<file path="src/rtl/cam_capture_pkg.sv">
// Shared types for the camera stream capture block: FSM states, the crop
// coordinate type and the frame counter width.
package cam_capture_pkg;

  localparam int FRAME_CNT_W = 16;

  typedef logic [11:0] coord_t;

  typedef enum logic [1:0] {
    WAIT_VS    = 2'd0,
    WAIT_FRAME = 2'd1,
    ACTIVE     = 2'd2,
    DROP       = 2'd3
  } cap_state_e;

endpackage

</file>
<file path="src/rtl/cam_capture_fifo.sv">
// Single-clock FIFO with registered head-of-queue output and registered
// full/empty flags. rd_data reads as zero whenever the FIFO is empty.
module cam_capture_fifo #(
  parameter int W     = 18,
  parameter int DEPTH = 8
) (
  input  logic         clk,
  input  logic         rst,
  input  logic         wr_en,
  input  logic [W-1:0] wr_data,
  input  logic         rd_en,
  output logic [W-1:0] rd_data,
  output logic         full,
  output logic         empty
);
  localparam int AW = $clog2(DEPTH);
  localparam int CW = AW + 1;

  logic [W-1:0]  mem [DEPTH];
  logic [AW-1:0] wr_ptr, rd_ptr, rd_ptr_nx;
  logic [CW-1:0] cnt, cnt_nx;
  logic          do_wr, do_rd;

  // A write into a full FIFO is accepted only when a read frees a slot this cycle.
  assign do_rd     = rd_en && !empty;
  assign do_wr     = wr_en && (!full || do_rd);
  assign rd_ptr_nx = do_rd ? rd_ptr + 1'b1 : rd_ptr;
  assign cnt_nx    = cnt + CW'(do_wr) - CW'(do_rd);

  always_ff @(posedge clk)
    if (do_wr) mem[wr_ptr] <= wr_data;

  always_ff @(posedge clk or posedge rst)
    if (rst) begin
      wr_ptr  <= '0;
      rd_ptr  <= '0;
      cnt     <= '0;
      full    <= 1'b0;
      empty   <= 1'b1;
      rd_data <= '0;
    end else begin
      if (do_wr) wr_ptr <= wr_ptr + 1'b1;
      rd_ptr <= rd_ptr_nx;
      cnt    <= cnt_nx;
      empty  <= (cnt_nx == '0);
      full   <= (cnt_nx == CW'(DEPTH));
      // Preload the next head; bypass the write when it lands in the head slot.
      if (cnt_nx == '0)                      rd_data <= '0;
      else if (do_wr && wr_ptr == rd_ptr_nx) rd_data <= wr_data;
      else                                   rd_data <= mem[rd_ptr_nx];
    end

endmodule

</file>
<file path="src/rtl/cam_stream_capture.sv">
// DVP-style camera to AXI4-Stream pixel capture with frame FSM and output FIFO.
// Define CAM_CAPTURE_CROP_EN to add the crop window inputs.
module cam_stream_capture
  import cam_capture_pkg::*;
#(
  parameter int DIN_W         = 8,
  parameter int BYTES_PER_PIX = 2,
  parameter int FIFO_DEPTH    = 8
) (
  input  logic                           pclk,
  input  logic                           reset,
  input  logic [DIN_W-1:0]               vdin,
  input  logic                           vsync,
  input  logic                           href,
`ifdef CAM_CAPTURE_CROP_EN
  input  coord_t                         crop_x0,
  input  coord_t                         crop_x1,
  input  coord_t                         crop_y0,
  input  coord_t                         crop_y1,
`endif
  output logic [DIN_W*BYTES_PER_PIX-1:0] m_tdata,
  output logic                           m_tvalid,
  output logic                           m_tuser,
  output logic                           m_tlast,
  input  logic                           m_tready,
  output logic                           overflow,
  output logic                           err_partial,
  output logic [FRAME_CNT_W-1:0]         frame_cnt,
  input  logic                           clear_err
);
  localparam int PIX_W = DIN_W * BYTES_PER_PIX;
  localparam int PH_W  = (BYTES_PER_PIX > 1) ? $clog2(BYTES_PER_PIX) : 1;

  cap_state_e       state_q, state_d;
  logic             href_q, sof_q, hold_vld_q;
  logic [PH_W-1:0]  phase_q;
  logic [PIX_W-1:0] asm_q, asm_shift, hold_q;
  logic             cap_en, href_fall, pix_done, line_end, in_win;
  logic             push, drop, accept, err_set, fifo_full, fifo_empty;
  logic [PIX_W+1:0] fifo_dout;

  assign cap_en    = (state_q == ACTIVE) && !vsync;
  assign href_fall = cap_en && href_q && !href;
  assign pix_done  = cap_en && href && (phase_q == PH_W'(BYTES_PER_PIX - 1));
  assign asm_shift = (asm_q << DIN_W) | PIX_W'(vdin);
  // End of line (href fall) or end of frame (vsync rise) flushes the held pixel.
  assign line_end  = (state_q == ACTIVE) && (vsync || (href_q && !href));
  assign push      = hold_vld_q && ((pix_done && in_win) || line_end);
  assign drop      = push && fifo_full && !m_tready;
  assign accept    = push && !drop;
  assign err_set   = href_fall && (phase_q != '0);

`ifdef CAM_CAPTURE_CROP_EN
  coord_t x_q, y_q;

  assign in_win = (x_q >= crop_x0) && (x_q <= crop_x1) &&
                  (y_q >= crop_y0) && (y_q <= crop_y1);

  always_ff @(posedge pclk or posedge reset)
    if (reset) begin
      x_q <= '0;
      y_q <= '0;
    end else if (state_q == WAIT_FRAME) begin
      x_q <= '0;
      y_q <= '0;
    end else if (pix_done) begin
      x_q <= x_q + 1'b1;
    end else if (href_fall) begin
      x_q <= '0;
      y_q <= y_q + 1'b1;
    end
`else
  assign in_win = 1'b1;
`endif

  always_ff @(posedge pclk or posedge reset)
    if (reset) state_q <= WAIT_VS;
    else       state_q <= state_d;

  always_comb begin
    state_d = state_q;
    unique case (state_q)
      WAIT_VS:    if (vsync) state_d = WAIT_FRAME;
      WAIT_FRAME: if (!vsync) state_d = ACTIVE;
      ACTIVE: begin
        if (drop)       state_d = DROP;
        else if (vsync) state_d = WAIT_FRAME;
      end
      DROP:       if (vsync) state_d = WAIT_FRAME;
      default:    state_d = WAIT_VS;
    endcase
  end

  always_ff @(posedge pclk or posedge reset)
    if (reset) begin
      href_q      <= 1'b0;
      sof_q       <= 1'b0;
      hold_vld_q  <= 1'b0;
      phase_q     <= '0;
      asm_q       <= '0;
      hold_q      <= '0;
      overflow    <= 1'b0;
      err_partial <= 1'b0;
      frame_cnt   <= '0;
    end else begin
      href_q <= href;
      if (state_q == WAIT_FRAME && !vsync) sof_q <= 1'b1;
      else if (accept)                     sof_q <= 1'b0;

      if (!cap_en) begin
        phase_q    <= '0;
        hold_vld_q <= 1'b0;
      end else if (href) begin
        asm_q <= asm_shift;
        if (pix_done) begin
          phase_q <= '0;
          if (in_win) begin
            hold_q     <= asm_shift;
            hold_vld_q <= 1'b1;
          end
        end else begin
          phase_q <= phase_q + 1'b1;
        end
      end else if (href_q) begin
        phase_q    <= '0;
        hold_vld_q <= 1'b0;
      end

      // Set wins over a simultaneous clear.
      if (drop)           overflow <= 1'b1;
      else if (clear_err) overflow <= 1'b0;
      if (err_set)        err_partial <= 1'b1;
      else if (clear_err) err_partial <= 1'b0;

      if (state_q == ACTIVE && vsync && !drop) frame_cnt <= frame_cnt + 1'b1;
    end

  cam_capture_fifo #(
    .W     (PIX_W + 2),
    .DEPTH (FIFO_DEPTH)
  ) u_fifo (
    .clk     (pclk),
    .rst     (reset),
    .wr_en   (accept),
    .wr_data ({sof_q, line_end, hold_q}),
    .rd_en   (m_tready),
    .rd_data (fifo_dout),
    .full    (fifo_full),
    .empty   (fifo_empty)
  );

  assign m_tvalid = !fifo_empty;
  assign {m_tuser, m_tlast, m_tdata} = fifo_dout;

endmodule

</file>
<file path="config.mk">
export PLATFORM = sky130hd
export DESIGN_NAME = cam_stream_capture
export DESIGN_NICKNAME = d
export VERILOG_FILES = /design/src/rtl/cam_capture_pkg.sv /design/src/rtl/cam_capture_fifo.sv /design/src/rtl/cam_stream_capture.sv
export SDC_FILE = /design/constraint.sdc
export NUM_CORES = 1
export LEC_CHECK = 0
export ABC_AREA = 1
export CORE_AREA = 4 4 143 145
export CTS_CLUSTER_DIAMETER = 120
export DETAILED_ROUTE_END_ITERATION = 12
export DIE_AREA = 0 0 147 149
export PLACE_DENSITY = 0.69
export SLEW_MARGIN = 20
export SYNTH_ARGS = -nofsm -noshare
export SYNTH_HDL_FRONTEND = slang
export SYNTH_SLANG_ARGS = --single-unit
</file>
<file path="constraint.sdc">
create_clock -name pclk -period 3.5 [get_ports pclk]
set_clock_uncertainty 0.2 [all_clocks]
set_input_delay 0.525 -clock pclk [delete_from_list [all_inputs] [get_ports pclk]]
set_output_delay 0.525 -clock pclk [all_outputs]
set_load 0.03 [all_outputs]
</file>
==> out/metrics.csv <==
metric,value,unit
WL per Instance,17.34,um
max-slew violations,0,
detailed-route via count,6765,
post-route setup TNS,0,ns
clock network power share,25.9,%
Final Hold Vio Count,0,
Synth top area share,45.61,%
Final Non-Filler Cells,1264,
worst min-delay path category,in -> async,
"Net count, final",1009,
Cells after Synth,916,
Total GRT Usage,20.38,%
H-Tree Depth,1,
MaxCap Viol Count,0,
# DRC,0,
most frequent cells in the layout,"nand2_1, edfxtp_1, nand3_1, dfrtp_1, nor2_1",
clock root buffer master,clkbuf_16,
synthesized flop and latch total,222,
syn_nets,941,
Max VDD drop,0.5636,mV
share of layout cells above drive strength 1,7.908,%
Sequential Power Share,41.3,%
Die ar.,21900,um^2
Int Power,5.728,mW
first-pass GRT wire length,35510,um
# clock sinks,222,
fmax,334.0,MHz
unrepaired setup endpoints after global routing,no,
Slew HR,50.78,%
pre-CTS WS,0.05258,ns
status,finished clean,
die height,149,um
library cells used by synthesis,35,
"Hold-fix buffers, CTS",0,
pwr dens,810.2,nW/um^2
startpoint types,flop,
synthesized area per cell,10.35,um^2
post-CTS setup buffers,0,
Sw Share,36.27,%
crit path buf inv count,4,
Core Rows,51,
post-layout util,57.76,%
Multi-input gate area,2799,um^2
diodes inserted,0,
CTS tree,built,
worst path required time,3.72,ns
placed insts,1224,
CTS max path bufs,3,
antenna violations before repair,0,
"Seq/Total Area, Yosys",66.20,%
PnR worst setup slack,0.5064,ns
initial detailed-routing violation count,492,
Slowest cell on crit path,dfrtp_1,
vias per cell,5.352,
DRT Pass-1 Iters,5,
Die X,147,um
IO Pins,51,
grt ovf,0,
post-DP HPWL,13560,um
"CP delay by family, top",adder cells,
CP max FO,19,
"top cells by area, synth","edfxtp_1, dfrtp_1, nand2_1",
mapped cell area,9482,um^2
"commonest non-fill, non-tap cell in the layout",nand2_1,
crit share post-route,85.53,%
largest net degree at the start of global routing,51,
reg2reg setup slack,0.51,ns
combinational share of power,32.8,%
Fillers,1580,
vias in the first global route,6818,
Core Footprint,19210,um^2
endpoint type of the worst setup path,flop,
DRT antenna net count,0,
input/output buffers,50,
routed wire length,21920,um
CTS buffer count,23,
worst hold slack,0.2491,ns
CP Class,reg -> reg,
Leak Pwr,4.621,nW
post-CTS sizing,0,
Syn-to-layout area delta,17.00,%
fin crit period,2.994,ns
yosys warns,0,
"Reg clk slew, reported paths",0.06,ns
Max stage delay on crit path,0.40,ns
register area,6277,um^2
Starting Density,49.36,%
final setup violation count,0,
WP data arrival,3.22,ns
clock latency on the worst-skew pair,0.50,ns
NetSw,3.259,mW
CP Cell Sequence,"inv_1, ha_1, nand4_1, nand2_1, nand3_1, inv_1, ha_1, inv_1, fa_1, xnor2_1, nor3_1, nand2_1, buf_4, nand2_1, nor2_1",
RePlAce Congestion,0.8433,
post-synth top area cell,edfxtp_1,
worst-margin pin slew,0.7374,ns
power by group through the flow:
stage	sequential, mW	combinational [mW]	clock [mW]
after floorplan	3.90	1.76	0
after global placement	3.75	2.88	0
after detailed placement	3.75	2.95	0
after CTS	3.71	2.98	2.37
after global routing	3.76	3.31	2.48
final	3.71	2.95	2.33
path summary, 6_finish.rpt:
path | start | to | depth (start not counted)
max | state_q[0] | u_fifo.rd_data[14] | 15
min | reset | asm_q[1] | 2
max reg2reg | state_q[0] | u_fifo.rd_data[14] | 15
min reg2reg | asm_q[2] | asm_q[2] | 2
max in group asynchronous | reset | u_fifo.empty | 3
min in group pclk | asm_q[2] | asm_q[2] | 2
state kept, by name, indices dropped and copies added, names as in the netlist, 2 cells and up:
register and cells:
frame_cnt 16, u_fifo.wr_ptr 3, hold_q 16, state_q 2, u_fifo.cnt 4, u_fifo.rd_data 18
u_fifo.mem 144, asm_q 8, u_fifo.rd_ptr 3
stage by stage:
| step | cell area (um^2) | power, mW |
|---|---|---|
| floorplan | 9482 | 5.666 |
| global placement | 10380 | 6.627 |
| detailed placement | 10380 | 6.704 |
| CTS | 11090 | 9.055 |
| global route | 11090 | 9.545 |
| finish | 11090 | 8.987 |
cells in the mapped netlist:
cell and n:
nor2_1 73, buf_2 20, nand2_4 4, nor2_4 2
nand3b_1 5, fa_1 1, dfrtp_1 77, ha_1 10
clkinv_1 1, a41oi_1 1, a31oi_1 3, nand3_2 1
nand2_1 283, nand2_2 1, o21ai_4 1, nor3_1 7
xnor2_1 5, nand3_1 136, a21oi_1 3, inv_1 62
nor2_8 1, o21ai_0 31, o32ai_1 2, o22ai_1 5
dfstp_2 1, nor4_1 1, or2_2 1, inv_2 3
buf_4 1, xor2_1 11, buf_6 1, o211a_1 1
nand4_1 4, clkbuf_1 13, edfxtp_1 144
per-layer routing:
metal | share of wire (%) | routed length, um | track usage (%) | vias up
li1 | - | - | - | 3193
met1 | 42 | 9299 | 28.13 | 3274
met2 | 49 | 10640 | 34.16 | 264
met3 | 7.1 | 1552 | 2.735 | 34
met4 | 1.9 | 425 | 6.104 | 0
met5 | 0 | 0 | 0 | -
kinds of logic (layout without fill, tap and decap cells):
group | after synthesis | in the layout | share of synthesized area, %
AND/OR/NAND/NOR | 519 | 519 | 23.53
flip-flops | 222 | 222 | 66.20
buffers and inverters | 101 | 184 | 4.381
AO/OA/AOI/OAI | 47 | 47 | 2.877
XOR/XNOR | 16 | 16 | 1.478
adder cells (fa/ha/maj) | 11 | 11 | 1.531
area by class of cell:
cell class / count / share of cell area [%]
Clock inverter: 9 / 0.8798
Multi-Input combinational cell: 593 / 25.23
Inverter: 66 / 2.245
Sequential cell: 222 / 56.59
Clock buffer: 31 / 5.549
Timing Repair Buffer: 78 / 6.519
Tap cell: 265 / 2.989
No activity file was read; power rests on OpenSTA's default activity.
